`src/rtl/input_conditioner.sv`:
```
// Per-channel two-flop synchronizer, counter debouncer and registered
// rising/falling edge strobes for raw board inputs.
module input_conditioner #(
    parameter int CHANNELS  = 3,
    parameter int WAIT_TIME = 3,
    parameter int CNT_W     = 8
) (
    input  logic                clk,
    input  logic                reset,
    input  logic [CHANNELS-1:0] noisysignal,
    output logic [CHANNELS-1:0] conditioned,
    output logic [CHANNELS-1:0] positiveedge,
    output logic [CHANNELS-1:0] negativeedge
);

    localparam logic [CNT_W-1:0] LAST = CNT_W'(WAIT_TIME - 1);

    logic [CHANNELS-1:0] sync0;
    logic [CHANNELS-1:0] sync1;
    logic [CNT_W-1:0]    cnt [CHANNELS];

    always_ff @(posedge clk or posedge reset) begin
        if (reset) begin
            sync0        <= '0;
            sync1        <= '0;
            conditioned  <= '0;
            positiveedge <= '0;
            negativeedge <= '0;
            for (int i = 0; i < CHANNELS; i++) begin
                cnt[i] <= '0;
            end
        end else begin
            sync0 <= noisysignal;
            sync1 <= sync0;
            for (int i = 0; i < CHANNELS; i++) begin
                positiveedge[i] <= 1'b0;
                negativeedge[i] <= 1'b0;
                // A bounce back to the current level restarts the window
                if (sync1[i] == conditioned[i]) begin
                    cnt[i] <= '0;
                end else if (cnt[i] == LAST) begin
                    conditioned[i]  <= sync1[i];
                    positiveedge[i] <= sync1[i];
                    negativeedge[i] <= ~sync1[i];
                    cnt[i]          <= '0;
                end else begin
                    cnt[i] <= cnt[i] + 1'b1;
                end
            end
        end
    end

endmodule

```
`config.mk`:
```
export PLATFORM = sky130hd
export DESIGN_NAME = input_conditioner
export DESIGN_NICKNAME = d
export VERILOG_FILES = /design/src/rtl/input_conditioner.sv
export SDC_FILE = /design/constraint.sdc
export NUM_CORES = 1
export LEC_CHECK = 0
export BUFFER_PORTS_ARGS = -buffer_cell sky130_fd_sc_hd__buf_2
export CELL_PAD_IN_SITES_DETAIL_PLACEMENT = 0
export CELL_PAD_IN_SITES_GLOBAL_PLACEMENT = 2
export CORE_MARGIN = 8
export CORE_UTILIZATION = 30
export CTS_CLUSTER_SIZE = 12
export DETAILED_ROUTE_END_ITERATION = 7
export HOLD_SLACK_MARGIN = 0.1
export PLACE_DENSITY_LB_ADDON = 0.3
export SYNTH_ARGS = -nofsm -noshare
export SYNTH_HDL_FRONTEND = slang
export SYNTH_SLANG_ARGS = --single-unit
```
`constraint.sdc`:
```
create_clock -name clk -period 1.5 [get_ports clk]
set_clock_uncertainty 0.2 [all_clocks]
set_input_delay 0.15 -clock clk [delete_from_list [all_inputs] [get_ports clk]]
set_output_delay 0.15 -clock clk [all_outputs]
set_load 0.005 [all_outputs]
```
# Word level (Yosys, flattened, before mapping)
# Index checks and enable logic that the tools add are counted.
# op_classes
add_sub_neg	3
eq_ne	6
muxes	18
n_bitwise	6
reduce_logical	3
# op_table
cell	count
$mux 8	6
$add 8x1->8 const B	3
$eq 8x2->1 const B	3
$mux 1	12
$not 1->1	6
$reduce_and 2->1	3
$eq 1x1->1	3
# totals
ff_bits	39
inputBits	5
output_inout_bits	9
elab_cells	46

# Longest topological paths before layout
# Gate-level depths: netlist of run 1.
# logic_depth
word_depth	3
ltp_mapped	5
depth_no_buf	5

# Worst setup path after synthesis of run 1
# No wires, ideal clock.
# synth_path
kind	register to register
startpoint	register cnt[16] (netlist name)
endpoint	register conditioned[0]
setup_time_ns	0.125
arrival_time_ns	1.224
required_time_ns	1.175
slack_ns	-0.049
path_stages_with_launch	6
path_buffers	0
period_less_slack_ns	1.549
cell_sequence	dfrtp_1 > inv_1 > ha_1 > nor4b_2 > nand2_1 > mux2_4
# synth_via
elab_chain_len	2
# synth_rtl
element	line_no	source
start: declaration	20	logic [CNT_W-1:0] cnt [CHANNELS];
start signal: indexed assignment	47	cnt[i] <= cnt[i] + 1'b1;
$eq 8x2->1	41	end else if (cnt[i] == LAST) begin
$reduce_and 2->1 (no line)	--	
end signal: indexed assignment	42	conditioned[i] <= sync1[i];
end: declaration	11	output logic [CHANNELS-1:0] conditioned,
# Every way passes these cells.
# A chain may end at the register's enable or synchronous reset.

# Final worst setup path of run 1
# Same ends and word-level chain as after synthesis.

==> impl_metrics.env, run 1 <==
export IMPL_setup_tns_final_ns=-0.487
export IMPL_synth_xor_area_share_pct=6.34
export IMPL_io_pins=14
export IMPL_core_mm2=0.00541
export IMPL_clkTransAtPathRegs_ns=0.07
export IMPL_final_max_slew_viol_count=0
export IMPL_arrival_ns=1.53
export IMPL_synth_edff_count=0
export IMPL_wl_per_cell_um=12.6
export IMPL_synthSimpleGateAreaFrac_pct=19.4
export IMPL_placed_area_mm2=0.00200
export IMPL_timing_final_crit_share_pct=104
export IMPL_peakVddDrop_uv=752
export IMPL_violations="setup timing"
export IMPL_grt_total_usage_pct=8.65
export IMPL_slowest_delay_ns=0.38
export IMPL_finalPower_uw=3070
export IMPL_cpMaxStageDelayCell="dfrtp_1"
export IMPL_numCtsBuffers=5
export IMPL_cp_data_required_time_ns=1.47
export IMPL_syn_nets=154
export IMPL_grt_pass1_wl_mm=5.73
export IMPL_setup_viol=15
export IMPL_path_max_fanout=2
export IMPL_fmax_mhz=638
export IMPL_synth_cell_area_mm2=0.00166
export IMPL_yosysSeqAreaShare_pct=58.9
export IMPL_cts_max_path_buffers=2
export IMPL_hold_path_class="reg -> reg"
export IMPL_clock_sinks=39
export IMPL_final_cell_mix="39 x dfrtp_1, 21 x buf_4, 13 x buf_2, 11 x nor2_1"
export IMPL_viasPerCell=4.62
export IMPL_areaGrowthSynthToFinish_pct=37.4
export IMPL_synth_warnings=0
export IMPL_dp_hpwl_mm=2.36
export IMPL_drive_gt1_share_pct=40.1
export IMPL_dp_slack_ns=-0.138
export IMPL_async_reset_ff_share_pct=100
export IMPL_grt_overflow=0
export IMPL_gp_congestion=0.761
export IMPL_final_util_pct=42.1
export IMPL_post_route_min_period_ns=1.57
export IMPL_dr_pass1_iters=3
export IMPL_maxCapViolations=0
export IMPL_worstSetupPathType="reg -> reg"
export IMPL_synth_compound_area_share_pct=7.02
export IMPL_vias=1219
export IMPL_die_area_mm2=0.00816
export IMPL_synthAdderAreaFrac_pct=4.53
export IMPL_drt_total_wl_mm=3.34
export IMPL_crit_chain="inv_1 > ha_2 > nor4b_4 > nand2_2 > mux2_4"
export IMPL_hold_depth=0
export IMPL_antenna_found_initial=0
export IMPL_syn_area_per_cell_um2=11.6
export IMPL_rsz0062_at_grt="true"
export IMPL_outcome="finished, violations left"
export IMPL_std_cell_rows=27
export IMPL_nets=202
export IMPL_synth_seq_cells=39
export IMPL_startpoint_type="flip-flop"
export IMPL_synth_top_family_by_area="simple AND/OR/NAND/NOR gates"
export IMPL_drc=0
export IMPL_fp_dieH_um=90.3
export IMPL_fin_area_mm2=0.00228
export IMPL_end_kind="flip-flop"
export IMPL_drt_iter0_drc=21
export IMPL_layout_commonest_cell="dfrtp_1"
export IMPL_synthCells=143
export IMPL_postLayoutSetupSlackWorst_ns=-0.0670
export IMPL_root_buffer="clkbuf_8"
export IMPL_fill_cells=525
export IMPL_htreeDepth=2
export IMPL_hold_violations=0
export IMPL_reg2regPathDepth=5
export IMPL_cts_tree="yes"
export IMPL_grt_max_degree=40
export IMPL_synth_cell_types=19
export IMPL_postRouteAntennaNets=0
export IMPL_grt_pass1_vias=1238
export IMPL_die_w_um=90.3
export IMPL_power_leakage_uw=0.000997
export IMPL_relSlewSlack_pct=76.7
export IMPL_portBuffers=13
export IMPL_antennaDiodeCount=0
export IMPL_muxShareOfSynthArea_pct=2.72
export IMPL_synth_ff_type="dfrtp_1"
export IMPL_start_util_pct=30.7
export IMPL_clk_latency_ns=0.28
export IMPL_p_per_area_mw_per_mm2=1350
export IMPL_max_slew_worst_pin_slew_ns=0.347
## state kept, by name, indices dropped and copies added (netlist names)
register / cells
negativeedge: 3
conditioned: 3
cnt: 24
sync1: 3
positiveedge: 3
sync0: 3
## final cells by class
type / count / area (µm²) / area share [%]
Multi-Input combinational cell: 99 / 803 / 35.3
Clock inverter: 3 / 15.0 / 0.659
Clock buffer: 5 / 68.8 / 3.02
Tap cell: 72 / 90.1 / 3.96
Sequential cell: 39 / 976 / 42.9
Timing Repair Buffer: 41 / 305 / 13.4
Inverter: 5 / 18.8 / 0.824
## cell families (layout without fill, tap and decap cells)
family | count (synthesis) | in the layout
buffers and inverters | 5 | 54
and+or+nand+nor | 57 | 57
xor gates and xnor gates | 12 | 12
muxes | 3 | 3
AOI/OAI and AO/OA | 21 | 21
DFF | 39 | 39
adders and majority gates | 6 | 6
## per-stage QoR
stage | hold slack [ns] | std cells
floorplan | -0.0186 | 143
global placement | 0.0164 | 248
detailed placement | 0.0216 | 248
CTS | 0.161 | 261
global route | 0.167 | 264
finish | 0.157 | 264
## report_power, final
| part | switching (µW) | internal (µW) | leakage [µW] | total [µW] |
|---|---|---|---|---|
| Combinational | 500 | 556 | 0.000432 | 1060 |
| Sequential | 149 | 1200 | 0.000517 | 1350 |
| Clock | 345 | 318 | 0.0000477 | 663 |
## per-layer routing
| metal | vias up | part of all wire, % | GRT usage, % |
|---|---|---|---|
| met5 | - | 0 | 0 |
| met4 | 0 | 1.1 | 3.88 |
| met3 | 4 | 5.0 | 3.33 |
| met2 | 22 | 49 | 13.7 |
| met1 | 600 | 45 | 10.2 |
| li1 | 593 | - | - |
## synthesized netlist by cell type, types with 5 or more instances
cell	number	area share [%]
nand2_1	8	1.8
nor3b_1	6	2.7
nand3_1	9	2.7
o21ai_0	9	2.7
dfrtp_1	39	59
inv_1	5	1.1
xor2_1	6	3.2
a21oi_1	8	2.4
nor2_1	15	3.4
ha_1	6	4.5
xnor2_1	6	3.2
or3_1	9	3.4
## worst max-delay path: cells and delay by family, from the launching register on
kind | cells | cell delay (ns)
flops | 1 | 0.38
simple gates | 2 | 0.33
mux | 1 | 0.31
fa+ha+maj | 1 | 0.17
buf+inv | 1 | 0.06
## worst paths after layout
kind	start	to	slack [ns]
setup / recovery	cnt[16]	conditioned[0]	-0.07
hold / removal	sync0[0]	sync1[0]	0.16
setup reg to reg	cnt[16]	conditioned[0]	-0.07
hold reg to reg	sync0[0]	sync1[0]	0.16
max in group asynchronous	reset	cnt[2]	0.65
min in group asynchronous	reset	cnt[10]	0.26
## what timing repair did
action                                  in CTS  in global routing
resized for setup                           16                 15
endpoints found under the setup margin      12                 30
pin swaps                                    3                  9
setup buffers                                1                  3
endpoints found under the hold margin       42                  0
hold buffers                                 4                  0
gates cloned                                 0                  0
No activity file was read; power rests on OpenSTA's default activity.
==> inputs of run 2 (changes only) <==
--- a/config.mk
+++ b/config.mk
@@ -13,7 +13,7 @@
 export CTS_CLUSTER_SIZE = 12
 export DETAILED_ROUTE_END_ITERATION = 7
 export HOLD_SLACK_MARGIN = 0.1
-export PLACE_DENSITY_LB_ADDON = 0.3
+export PLACE_DENSITY_LB_ADDON = 0.1
 export SYNTH_ARGS = -nofsm -noshare
 export SYNTH_HDL_FRONTEND = slang
 export SYNTH_SLANG_ARGS = --single-unit
==> impl_metrics.env, run 2 (synthesis gave the netlist of run 1 again) <==
export IMPL_nets=203
export IMPL_final_max_slew_viol_count=0
export IMPL_drt_iter0_drc=34
export IMPL_drive_gt1_share_pct=39.9
export IMPL_finalPower_uw=3060
export IMPL_startpoint_type="flip-flop"
export IMPL_crit_chain="inv_1 > ha_2 > nor4b_4 > nand2_2 > mux2_4"
export IMPL_numCtsBuffers=5
export IMPL_use_met2_pct=13.4
export IMPL_cp_data_required_time_ns=1.47
export IMPL_wl_per_cell_um=13.0
export IMPL_fill_cells=534
export IMPL_end_kind="flip-flop"
export IMPL_grt_pass1_vias=1230
export IMPL_arrival_ns=1.54
export IMPL_postLayoutSetupSlackWorst_ns=-0.0700
export IMPL_die_w_um=90.3
export IMPL_power_leakage_uw=0.000997
export IMPL_critPathTopFamily="flip-flops"
export IMPL_largest_register="cnt"
export IMPL_core_mm2=0.00541
export IMPL_post_route_min_period_ns=1.57
export IMPL_largest_reg_flops=24
export IMPL_outcome="finished, violations left"
export IMPL_grtUsageMet1_pct=10.6
export IMPL_hold_path_class="reg -> reg"
export IMPL_cts_tree="yes"
export IMPL_peakVddDrop_uv=525
export IMPL_grt_overflow=0
export IMPL_die_area_mm2=0.00816
export IMPL_placed_area_mm2=0.00202
export IMPL_areaGrowthSynthToFinish_pct=37.4
export IMPL_grt_util_met3_pct=3.16
export IMPL_hold_violations=0
export IMPL_dr_pass1_iters=4
export IMPL_slowest_delay_ns=0.38
export IMPL_multi_input_area_um2=798
export IMPL_path_max_fanout=2
export IMPL_gp_congestion=0.771
export IMPL_start_util_pct=30.7
export IMPL_portBuffers=13
export IMPL_fin_hold_ws_ns=0.149
export IMPL_cp_num_buf_inv=1
export IMPL_fmax_mhz=637
export IMPL_rsz0062_at_grt="true"
export IMPL_cts_max_path_buffers=2
export IMPL_cpMaxStageDelayCell="dfrtp_1"
export IMPL_clk_latency_ns=0.28
export IMPL_io_pins=14
export IMPL_layout_commonest_cell="dfrtp_1"
export IMPL_vias=1238
export IMPL_worstSetupPathType="reg -> reg"
export IMPL_grt_pass1_wl_mm=5.74
export IMPL_clock_sinks=39
export IMPL_maxCapViolations=0
export IMPL_drt_total_wl_mm=3.44
export IMPL_violations="setup timing"
export IMPL_setup_viol=14
export IMPL_fp_dieH_um=90.3
export IMPL_postRouteAntennaNets=0
export IMPL_seq_area_um2=977
export IMPL_final_util_pct=42.2
export IMPL_antennaDiodeCount=0
export IMPL_timing_final_crit_share_pct=105
export IMPL_grt_total_usage_pct=8.71
export IMPL_final_cell_mix="38 x dfrtp_1, 22 x buf_4, 13 x buf_2, 10 x nor2_1"
export IMPL_std_cell_rows=27
export IMPL_fin_area_mm2=0.00228
export IMPL_dp_hpwl_mm=2.27
export IMPL_grt_busiest_layer="met2"
export IMPL_setup_tns_final_ns=-0.452
export IMPL_antenna_found_initial=0
export IMPL_clkTransAtPathRegs_ns=0.07
export IMPL_htreeDepth=2
export IMPL_drc=0
export IMPL_relSlewSlack_pct=70.3
export IMPL_viasPerCell=4.67
export IMPL_p_per_area_mw_per_mm2=1340
export IMPL_max_slew_worst_pin_slew_ns=0.442
export IMPL_root_buffer="clkbuf_8"
export IMPL_grt_max_degree=40
## run 2: path summary, 6_finish.rpt
check	endpoint	start	slack [ns]	cells past startpoint
setup / recovery	conditioned[1]	cnt[8]	-0.07	5
hold / removal	sync1[1]	sync0[1]	0.15	0
setup reg to reg	conditioned[1]	cnt[8]	-0.07	5
hold reg to reg	sync1[1]	sync0[1]	0.15	0
max in group asynchronous	cnt[19]	reset	0.62	4
min in group asynchronous	cnt[13]	reset	0.27	4
## run 2: report_power, final
| part | internal, µW | total [µW] | switching (µW) |
|---|---|---|---|
| clock network | 326 | 680 | 353 |
| logic | 539 | 1050 | 506 |
| registers | 1200 | 1330 | 132 |
| total | 2060 | 3060 | 992 |
## run 2: metrics by stage
step | std cells | setup slack (ns)
floorplan | 143 | -0.0322
global placement | 250 | -0.0228
detailed placement | 250 | -0.0543
CTS | 263 | -0.0589
global route | 265 | -0.139
finish | 265 | -0.0700
## run 2: final cells by class
class                      instances  area share [%]
clock buffer                       7            3.35
clock inverter                     1           0.220
inverter                           5           0.824
multi-input combinational         99            35.0
sequential                        39            42.9
tap                               72            3.95
timing repair buffer              42            13.7
## run 2: repair_timing
item	CTS	global route
hold buffers	4	0
gates resized for setup	10	21
endpoints found under the hold margin	42	0
endpoints found under the setup margin	17	30
pin swaps	2	6
buffers inserted	1	2
## run 2: worst reg2reg max path: cells and delay by family (launching register included)
kind / cells / cell delay (ns)
buf+inv: 1 / 0.06
fa+ha+maj: 1 / 0.16
flops: 1 / 0.38
simple gates: 2 / 0.34
mux: 1 / 0.31
## run 2: routing by layer
metal  vias to the layer above  part of all wire [%]
met5                         -                     0
met4                         0                   1.6
met3                         4                   3.8
met2                        15                    50
met1                       625                    45
li1                        594                     -
